[src/rtl/home_actuator_sequencer.sv]
// rtl/home_actuator_sequencer.sv - light hold, anti-short-cycle fan and alarm sequencer (optional macro SYNC_INPUTS_EN)
module home_actuator_sequencer #(
    parameter int TICK_DIV    = 1000,
    parameter int LIGHT_HOLD  = 30,
    parameter int FAN_MIN_ON  = 60,
    parameter int FAN_MIN_OFF = 30,
    parameter int ENTRY_DELAY = 20
) (
    input  logic       clk,
    input  logic       rst_n,
    input  logic       pir,
    input  logic       isDark,
    input  logic       tempHigh,
    input  logic       authorized,
    input  logic       arm,
    output logic       lightOn,
    output logic       fanOn,
    output logic       alarmOn,
    output logic [1:0] armState
);

    // Counter width able to hold v, never narrower than one bit.
    function automatic int cnt_width(input int v);
        return (v < 1) ? 1 : $clog2(v + 1);
    endfunction

    localparam int PW = cnt_width(TICK_DIV - 1);
    localparam int LW = cnt_width(LIGHT_HOLD);
    localparam int FW = cnt_width((FAN_MIN_ON > FAN_MIN_OFF) ? FAN_MIN_ON : FAN_MIN_OFF);
    localparam int AW = cnt_width(ENTRY_DELAY);

    typedef enum logic {FAN_OFF = 1'b0, FAN_ON = 1'b1} fan_state_t;
    typedef enum logic [1:0] {
        DISARMED = 2'b00,
        ARMED    = 2'b01,
        ENTRY    = 2'b10,
        ALARM    = 2'b11
    } arm_state_t;

    logic pir_i, dark_i, temp_i, auth_i, arm_i;

`ifdef SYNC_INPUTS_EN
    logic [4:0] sync_1, sync_2;

    // Two-flop synchronizers for every sensor and request input.
    always_ff @(posedge clk or negedge rst_n) begin
        if (!rst_n) begin
            sync_1 <= '0;
            sync_2 <= '0;
        end else begin
            sync_1 <= {pir, isDark, tempHigh, authorized, arm};
            sync_2 <= sync_1;
        end
    end

    assign {pir_i, dark_i, temp_i, auth_i, arm_i} = sync_2;
`else
    assign {pir_i, dark_i, temp_i, auth_i, arm_i} = {pir, isDark, tempHigh, authorized, arm};
`endif

    logic [PW-1:0] presc;
    logic          tick;

    assign tick = (presc == PW'(TICK_DIV - 1));

    // Free-running prescaler; timer loads never restart it.
    always_ff @(posedge clk or negedge rst_n) begin
        if (!rst_n)    presc <= '0;
        else if (tick) presc <= '0;
        else           presc <= presc + PW'(1);
    end

    logic [LW-1:0] light_cnt;

    // Retriggerable light hold: a qualifying motion reloads, ticks drain it.
    always_ff @(posedge clk or negedge rst_n) begin
        if (!rst_n) begin
            light_cnt <= '0;
            lightOn   <= 1'b0;
        end else if (pir_i && dark_i) begin
            light_cnt <= LW'(LIGHT_HOLD);
            lightOn   <= 1'b1;
        end else if (tick && light_cnt != '0) begin
            light_cnt <= light_cnt - LW'(1);
            lightOn   <= (light_cnt != LW'(1));
        end
    end

    fan_state_t    fan_state;
    logic [FW-1:0] fan_cnt;

    // Fan FSM: a state change is only allowed once its minimum dwell has drained.
    always_ff @(posedge clk or negedge rst_n) begin
        if (!rst_n) begin
            fan_state <= FAN_OFF;
            fan_cnt   <= '0;
            fanOn     <= 1'b0;
        end else if (fan_state == FAN_OFF && temp_i && fan_cnt == '0) begin
            fan_state <= FAN_ON;
            fan_cnt   <= FW'(FAN_MIN_ON);
            fanOn     <= 1'b1;
        end else if (fan_state == FAN_ON && !temp_i && fan_cnt == '0) begin
            fan_state <= FAN_OFF;
            fan_cnt   <= FW'(FAN_MIN_OFF);
            fanOn     <= 1'b0;
        end else if (tick && fan_cnt != '0) begin
            fan_cnt <= fan_cnt - FW'(1);
        end
    end

    arm_state_t    arm_q;
    logic [AW-1:0] alarm_cnt;

    // Alarm FSM: authorization always disarms once armed; entry delay checks zero before draining.
    always_ff @(posedge clk or negedge rst_n) begin
        if (!rst_n) begin
            arm_q     <= DISARMED;
            alarm_cnt <= '0;
            alarmOn   <= 1'b0;
        end else begin
            case (arm_q)
                DISARMED: begin
                    if (arm_i) arm_q <= ARMED;
                end
                ARMED: begin
                    if (auth_i) begin
                        arm_q <= DISARMED;
                    end else if (pir_i) begin
                        arm_q     <= ENTRY;
                        alarm_cnt <= AW'(ENTRY_DELAY);
                    end
                end
                ENTRY: begin
                    if (auth_i) begin
                        arm_q <= DISARMED;
                    end else if (alarm_cnt == '0) begin
                        arm_q   <= ALARM;
                        alarmOn <= 1'b1;
                    end else if (tick) begin
                        alarm_cnt <= alarm_cnt - AW'(1);
                    end
                end
                ALARM: begin
                    if (auth_i) begin
                        arm_q   <= DISARMED;
                        alarmOn <= 1'b0;
                    end
                end
                default: begin
                    arm_q   <= DISARMED;
                    alarmOn <= 1'b0;
                end
            endcase
        end
    end

    assign armState = arm_q;

endmodule

[config.mk]
export PLATFORM = sky130hd
export DESIGN_NAME = home_actuator_sequencer
export DESIGN_NICKNAME = d
export VERILOG_FILES = /design/src/rtl/home_actuator_sequencer.sv
export SDC_FILE = /design/constraint.sdc
export NUM_CORES = 1
export LEC_CHECK = 0
export ABC_AREA = 1
export ABC_CLOCK_PERIOD_IN_PS = 2500
export CAP_MARGIN = 40
export CORE_ASPECT_RATIO = 0.6
export CORE_UTILIZATION = 60
export DETAILED_ROUTE_END_ITERATION = 7
export PLACE_DENSITY = 0.81
export SETUP_SLACK_MARGIN = 0.02
export SYNTH_ARGS = -nofsm -noshare
export SYNTH_HDL_FRONTEND = slang
export SYNTH_SLANG_ARGS = --single-unit
export TNS_END_PERCENT = 50
[constraint.sdc]
create_clock -name clk -period 2.5 [get_ports clk]
set_clock_uncertainty 0.15 [all_clocks]
set_input_delay 0.75 -clock clk [delete_from_list [all_inputs] [get_ports clk]]
set_output_delay 0.75 -clock clk [all_outputs]
set_load 0.02 [all_outputs]
-- Word-level counts from Yosys, hierarchy flattened
Index checks and enable logic that the tools add are counted.
- add/sub/neg operators: 4
- equality and inequality tests: 15
- muxes and demuxes: 27
- bitwise gates (word level): 1
- reduce and logical (&&, ||, !) cells: 21
- operators with widths (kind ; number):
    5-bit 2-to-1 mux ; 7
    6-bit 2-to-1 mux ; 3
    2-bit inequality test (second input constant) ; 8
    2-bit 2-to-1 mux ; 6
    10-bit by 1-bit adder with 10-bit output (second input constant) ; 1
    10-bit == test (second input constant) ; 1
    10-bit 2-to-1 mux ; 1
    5-bit one-hot mux with 2 select lines ; 1
    5-bit by 1-bit subtractor with 5-bit output (second input constant) ; 2
    2-bit one-hot mux with 4 select lines ; 1
    4-bit AND reduction ; 2
    2-bit nonzero test ; 4
    1-bit logical AND ; 7
    1-bit 2-to-1 mux ; 7
    6-bit zero test ; 1
    3-bit inequality test (second input constant) ; 2
    6-bit AND reduction ; 1
    6-bit nonzero test ; 1
    6-bit by 1-bit subtractor with 6-bit output (second input constant) ; 1
    5-bit zero test ; 1
    5-bit by 1-bit inequality test with 1-bit output (second input constant) ; 1
    5-bit nonzero test ; 1
    2-bit == test (second input constant) ; 2
    3-bit nonzero test ; 1
    5 further kinds ; 5
- register bits after elaboration: 31
- input bits: 7
- output and inout bits: 5
- word-level logic and storage cells: 76

-- Logic depth before layout (Yosys ltp)
- word-level depth: 5
- mapped depth: 8

-- Worst setup path after synthesis
Ideal clock, no wire load.
- path kind: input port to flip-flop
- start point: in tempHigh
- end point: reg fan_cnt[4]
- data arrival time: 1.254 ns
- slack: 0.975 ns
- stages on the path: 6
- buffers on the path: 0
- path through: inv_1 > nor2_1 > o21ai_2 > nand2_2 > nand2_1 > o21ai_1
- word-level cells in the longest chain between the ends: 5
- elaborated cells between the ends (all ways): 8
- classes of those cells: 2 x mux; 6 x reduce/logical
- RTL lines (what ; line ; text):
    start, declared ; 13 ; input logic tempHigh,
    1-bit zero test ; 102 ; end else if (fan_state == FAN_ON && !temp_i && fan_cnt == '0) begin
    1-bit logical AND (2 in series) ; 102 ;
    6-bit 2-to-1 mux ; 102 ;
    6-bit 2-to-1 mux ; 98 ; end else if (fan_state == FAN_OFF && temp_i && fan_cnt == '0) begin
    end signal, assigned ; 100 ; fan_cnt <= FW'(FAN_MIN_ON);
    end signal, assigned ; 104 ; fan_cnt <= FW'(FAN_MIN_OFF);
    end signal, assigned ; 107 ; fan_cnt <= fan_cnt - FW'(1);
    end, declared ; 90 ; logic [FW-1:0] fan_cnt;
Several ways; a longest one is shown, not always the timed one.
A chain may end at the register's enable or synchronous reset.

-- Worst setup path in the final report
- start point: reg arm_q[1] (netlist: armState[1])
- end point: out armState[1]
- RTL lines (what ; line ; text):
    start, declared ; 111 ; arm_state_t arm_q;
    start signal, assigned ; 117 ; arm_q <= DISARMED;
    start signal, assigned ; 123 ; if (arm_i) arm_q <= ARMED;
    start signal, assigned ; 127 ; arm_q <= DISARMED;
    end, declared ; 19 ; output logic [1:0] armState
No word-level cell between the ends.

==> key figures <==
Outcome
  – Status: complete, no violations

Clocking
  – Clock tree buffer depth: 2
  – # resized after CTS: 0
  – TritonCTS clock tree: yes
  – H-Tree Depth: 2
  – CTS root buffer: clkbuf_8
  – Hold-fix buffers, CTS: 0
  – Post-CTS Repair Setup Buffers: 0
  – Num CTS Buffers: 5
  – Clk Latency, worst-skew pair: 0.28 ns
  – Clock transition at path regs: 0.07 ns
  – Clock sinks: 31

Critical path
  – WP data arrival: 1.41 ns
  – Crit path max-delay family: buffers and inverters
  – Crit Path Category: flop to output pin
  – Critical Path Sink Type: output pin
  – Worst Path Max Fanout: 7
  – CP max stage cell: clkdlybuf4s50_1
  – Startpoint types: flop
  – Required @ worst endpoint: 1.60 ns
  – CP peak stage delay: 0.65 ns
  – Crit-path cells: clkdlybuf4s50_1
  – Crit path buf inv count: 1

Logic synthesis
  – Syn Nets: 249
  – Synth Cell Area: 0.001868 sq mm
  – Seq cells post-synth: 31
  – Syn avg cell area: 7.882 sq um
  – Mapped Cells: 237
  – Synth Warn #: 0
  – Number of library cell types mapped by synthesis: 29
  – Post-synthesis sequential area ratio: 41.53%

Power
  – VDD IR max: 0.6030 mV
  – Pwr Total: 1.510 mW
  – Leakage Power: 1.138 nW
  – Pwr dens: 700.2 mW/mm^2

Route
  – Final WL: 3.754 mm
  – ANT nets after route: 0
  – Vias: 1576
  – DRT iter0 DRCs: 83
  – Drt drc: 0
  – Routed len/inst: 12.56 um
  – Post-DR vias/cell: 5.271
  – DRT Pass-1 Iters: 4

STA
  – Slew at the pin closest to its max-slew limit: 0.3945 ns
  – RSZ-0062 raised after global routing: no
  – Final Hold Fails: 0
  – FMAX: 433.2 MHz
  – Final period utilization: 92.34%
  – Setup TNS: 0 ns
  – Final setup fails: 0
  – Final Slew Violations: 0
  – Tmin final: 2.309 ns
  – Max_slew headroom: 73.70%

Cells and area
  – Area grow syn2layout: 15.41%
  – FILL cells: 221
  – Post-layout nets: 268
  – ANT cells: 0
  – Share of cells above drive strength 1: 15.18%

Flow run
  – Max-cap violation count: 0

GRT
  – Global Route Usage Sum: 27.22%
  – Total congestion overflow: 0
  – Pin count of the biggest net entering global routing: 32
  – First-pass GRT wire length: 6.672 mm
  – Initial antenna violation count: 0
  – Vias in the first global route: 1431

Floorplanning
  – Cell Rows: 15
  – Chip height: 45.22 um
  – Initial core utilization: 64.22%
  – Placeable core area: 0.002909 sq mm
  – I/O pins: 12
  – Die X: 74.04 um
  – Die area: 0.003348 sq mm

Placed design
  – Final HPWL DP: 2.672 mm
  – IO buf count: 11
  – GPL Wtd Cong: 0.7883

Min path
  – Min-delay worst type: flop to flop
==> worst register-to-register path, delay by kind of cell, from the launching register on <==
family                     cells  cell delay [ns]
AOI/OAI and AO/OA              2             0.17
adders and majority gates      1             0.28
buffers and inverters          2             0.29
DFF                            1             0.36
and+or+nand+nor                3             0.32
==> power by group <==
part	switching, mW	internal [mW]	total (mW)
clock network	0.187	0.322	0.509
registers	0.0564	0.552	0.608
logic	0.237	0.155	0.393
total	0.480	1.03	1.51
==> cells in the mapped netlist (all sizes together) <==
| cell | instances | area (sq um) |
|---|---|---|
| a21oi | 4 | 20.02 |
| clkinv | 1 | 3.750 |
| dfrtp | 31 | 775.7 |
| ha | 5 | 62.56 |
| inv | 37 | 138.9 |
| nand2 | 64 | 275.3 |
| nand3 | 29 | 185.2 |
| nand3b | 4 | 30.03 |
| nand4 | 6 | 52.55 |
| nor2 | 28 | 151.4 |
| nor3 | 1 | 5.000 |
| o211ai | 1 | 7.510 |
| o21ai | 16 | 83.83 |
| o31ai | 1 | 7.510 |
| or2 | 4 | 25.02 |
| xnor2 | 2 | 17.52 |
| xor2 | 3 | 26.28 |
==> state kept, by name, indices dropped and copies added, names as in the netlist <==
name	count
fan_state	1
light_cnt	5
lightOn	1
armState	2
presc	10
alarm_cnt	5
alarmOn	1
fan_cnt	6
==> placed cells by master (no fill, tap or decap), types with 4 or more instances in the layout <==
cell type / n
nand2_1: 56
inv_1: 33
dfrtp_1: 31
nand3_1: 24
nor2_1: 19
clkdlybuf4s50_1: 11
o21ai_0: 9
nor2_2: 6
o21ai_1: 6
clkbuf_8: 6
nand2_2: 5
nand4_1: 5
ha_1: 5
nand3b_1: 4
inv_2: 4
a21oi_1: 4
==> path summary, 6_finish.rpt <==
check                              from            to  slack [ns]  cells after the start
setup / recovery            armState[1]   armState[1]        0.19                      1
hold / removal             alarm_cnt[0]  alarm_cnt[0]        0.34                      2
setup reg to reg             fan_cnt[0]    fan_cnt[4]        0.86                      8
hold reg to reg            alarm_cnt[0]  alarm_cnt[0]        0.34                      2
max in group asynchronous         rst_n      presc[1]        1.20                      2
min in group asynchronous         rst_n      presc[8]        0.71                      2
==> area by class of cell <==
cell class	instances	area, sq um	area share (%)
clock buffers	6	82.58	3.831
repair buffers	12	117.6	5.456
well taps	42	52.55	2.438
clock inverters	2	35.03	1.625
flip-flops and latches	31	775.7	35.98
inverters	38	142.6	6.616
multi-input cells	168	949.7	44.05
==> cell families after synthesis <==
family | after synthesis | synth area share [%]
adder cells (fa/ha/maj) | 5 | 3.349
AND/OR/NAND/NOR | 136 | 38.78
AO/OA/AOI/OAI | 22 | 6.363
XOR/XNOR | 5 | 2.345
flip-flops | 31 | 41.53
buffers and inverters | 38 | 7.635
==> metrics by stage <==
stage / setup slack [ns] / cell area [sq um] / hold slack (ns) / util, % / instances
2_1_floorplan: 0.9749 / 1868 / 0.2919 / - / 237
3_3_place_gp: 0.4435 / 2038 / 0.3069 / 70.06 / 291
3_5_place_dp: 0.4081 / 2038 / 0.3144 / 70.06 / 291
4_1_cts: 0.2006 / 2156 / 0.3327 / 74.11 / 299
5_1_grt: 0.1757 / 2156 / 0.3699 / 74.11 / 299
6_report: 0.1915 / 2156 / 0.3354 / 74.11 / 299
==> layer usage <==
metal / part of all wire [%] / up-vias / track usage, % / wire, um
met3: 4.6 / 5 / 6.250 / 171
li1: - / 803 / - / -
met5: 0 / - / 0 / 0
met2: 42 / 40 / 38.18 / 1583
met4: 1.1 / 0 / 8.846 / 43
met1: 52 / 728 / 41.16 / 1955
(Power assumes the default switching activity.)
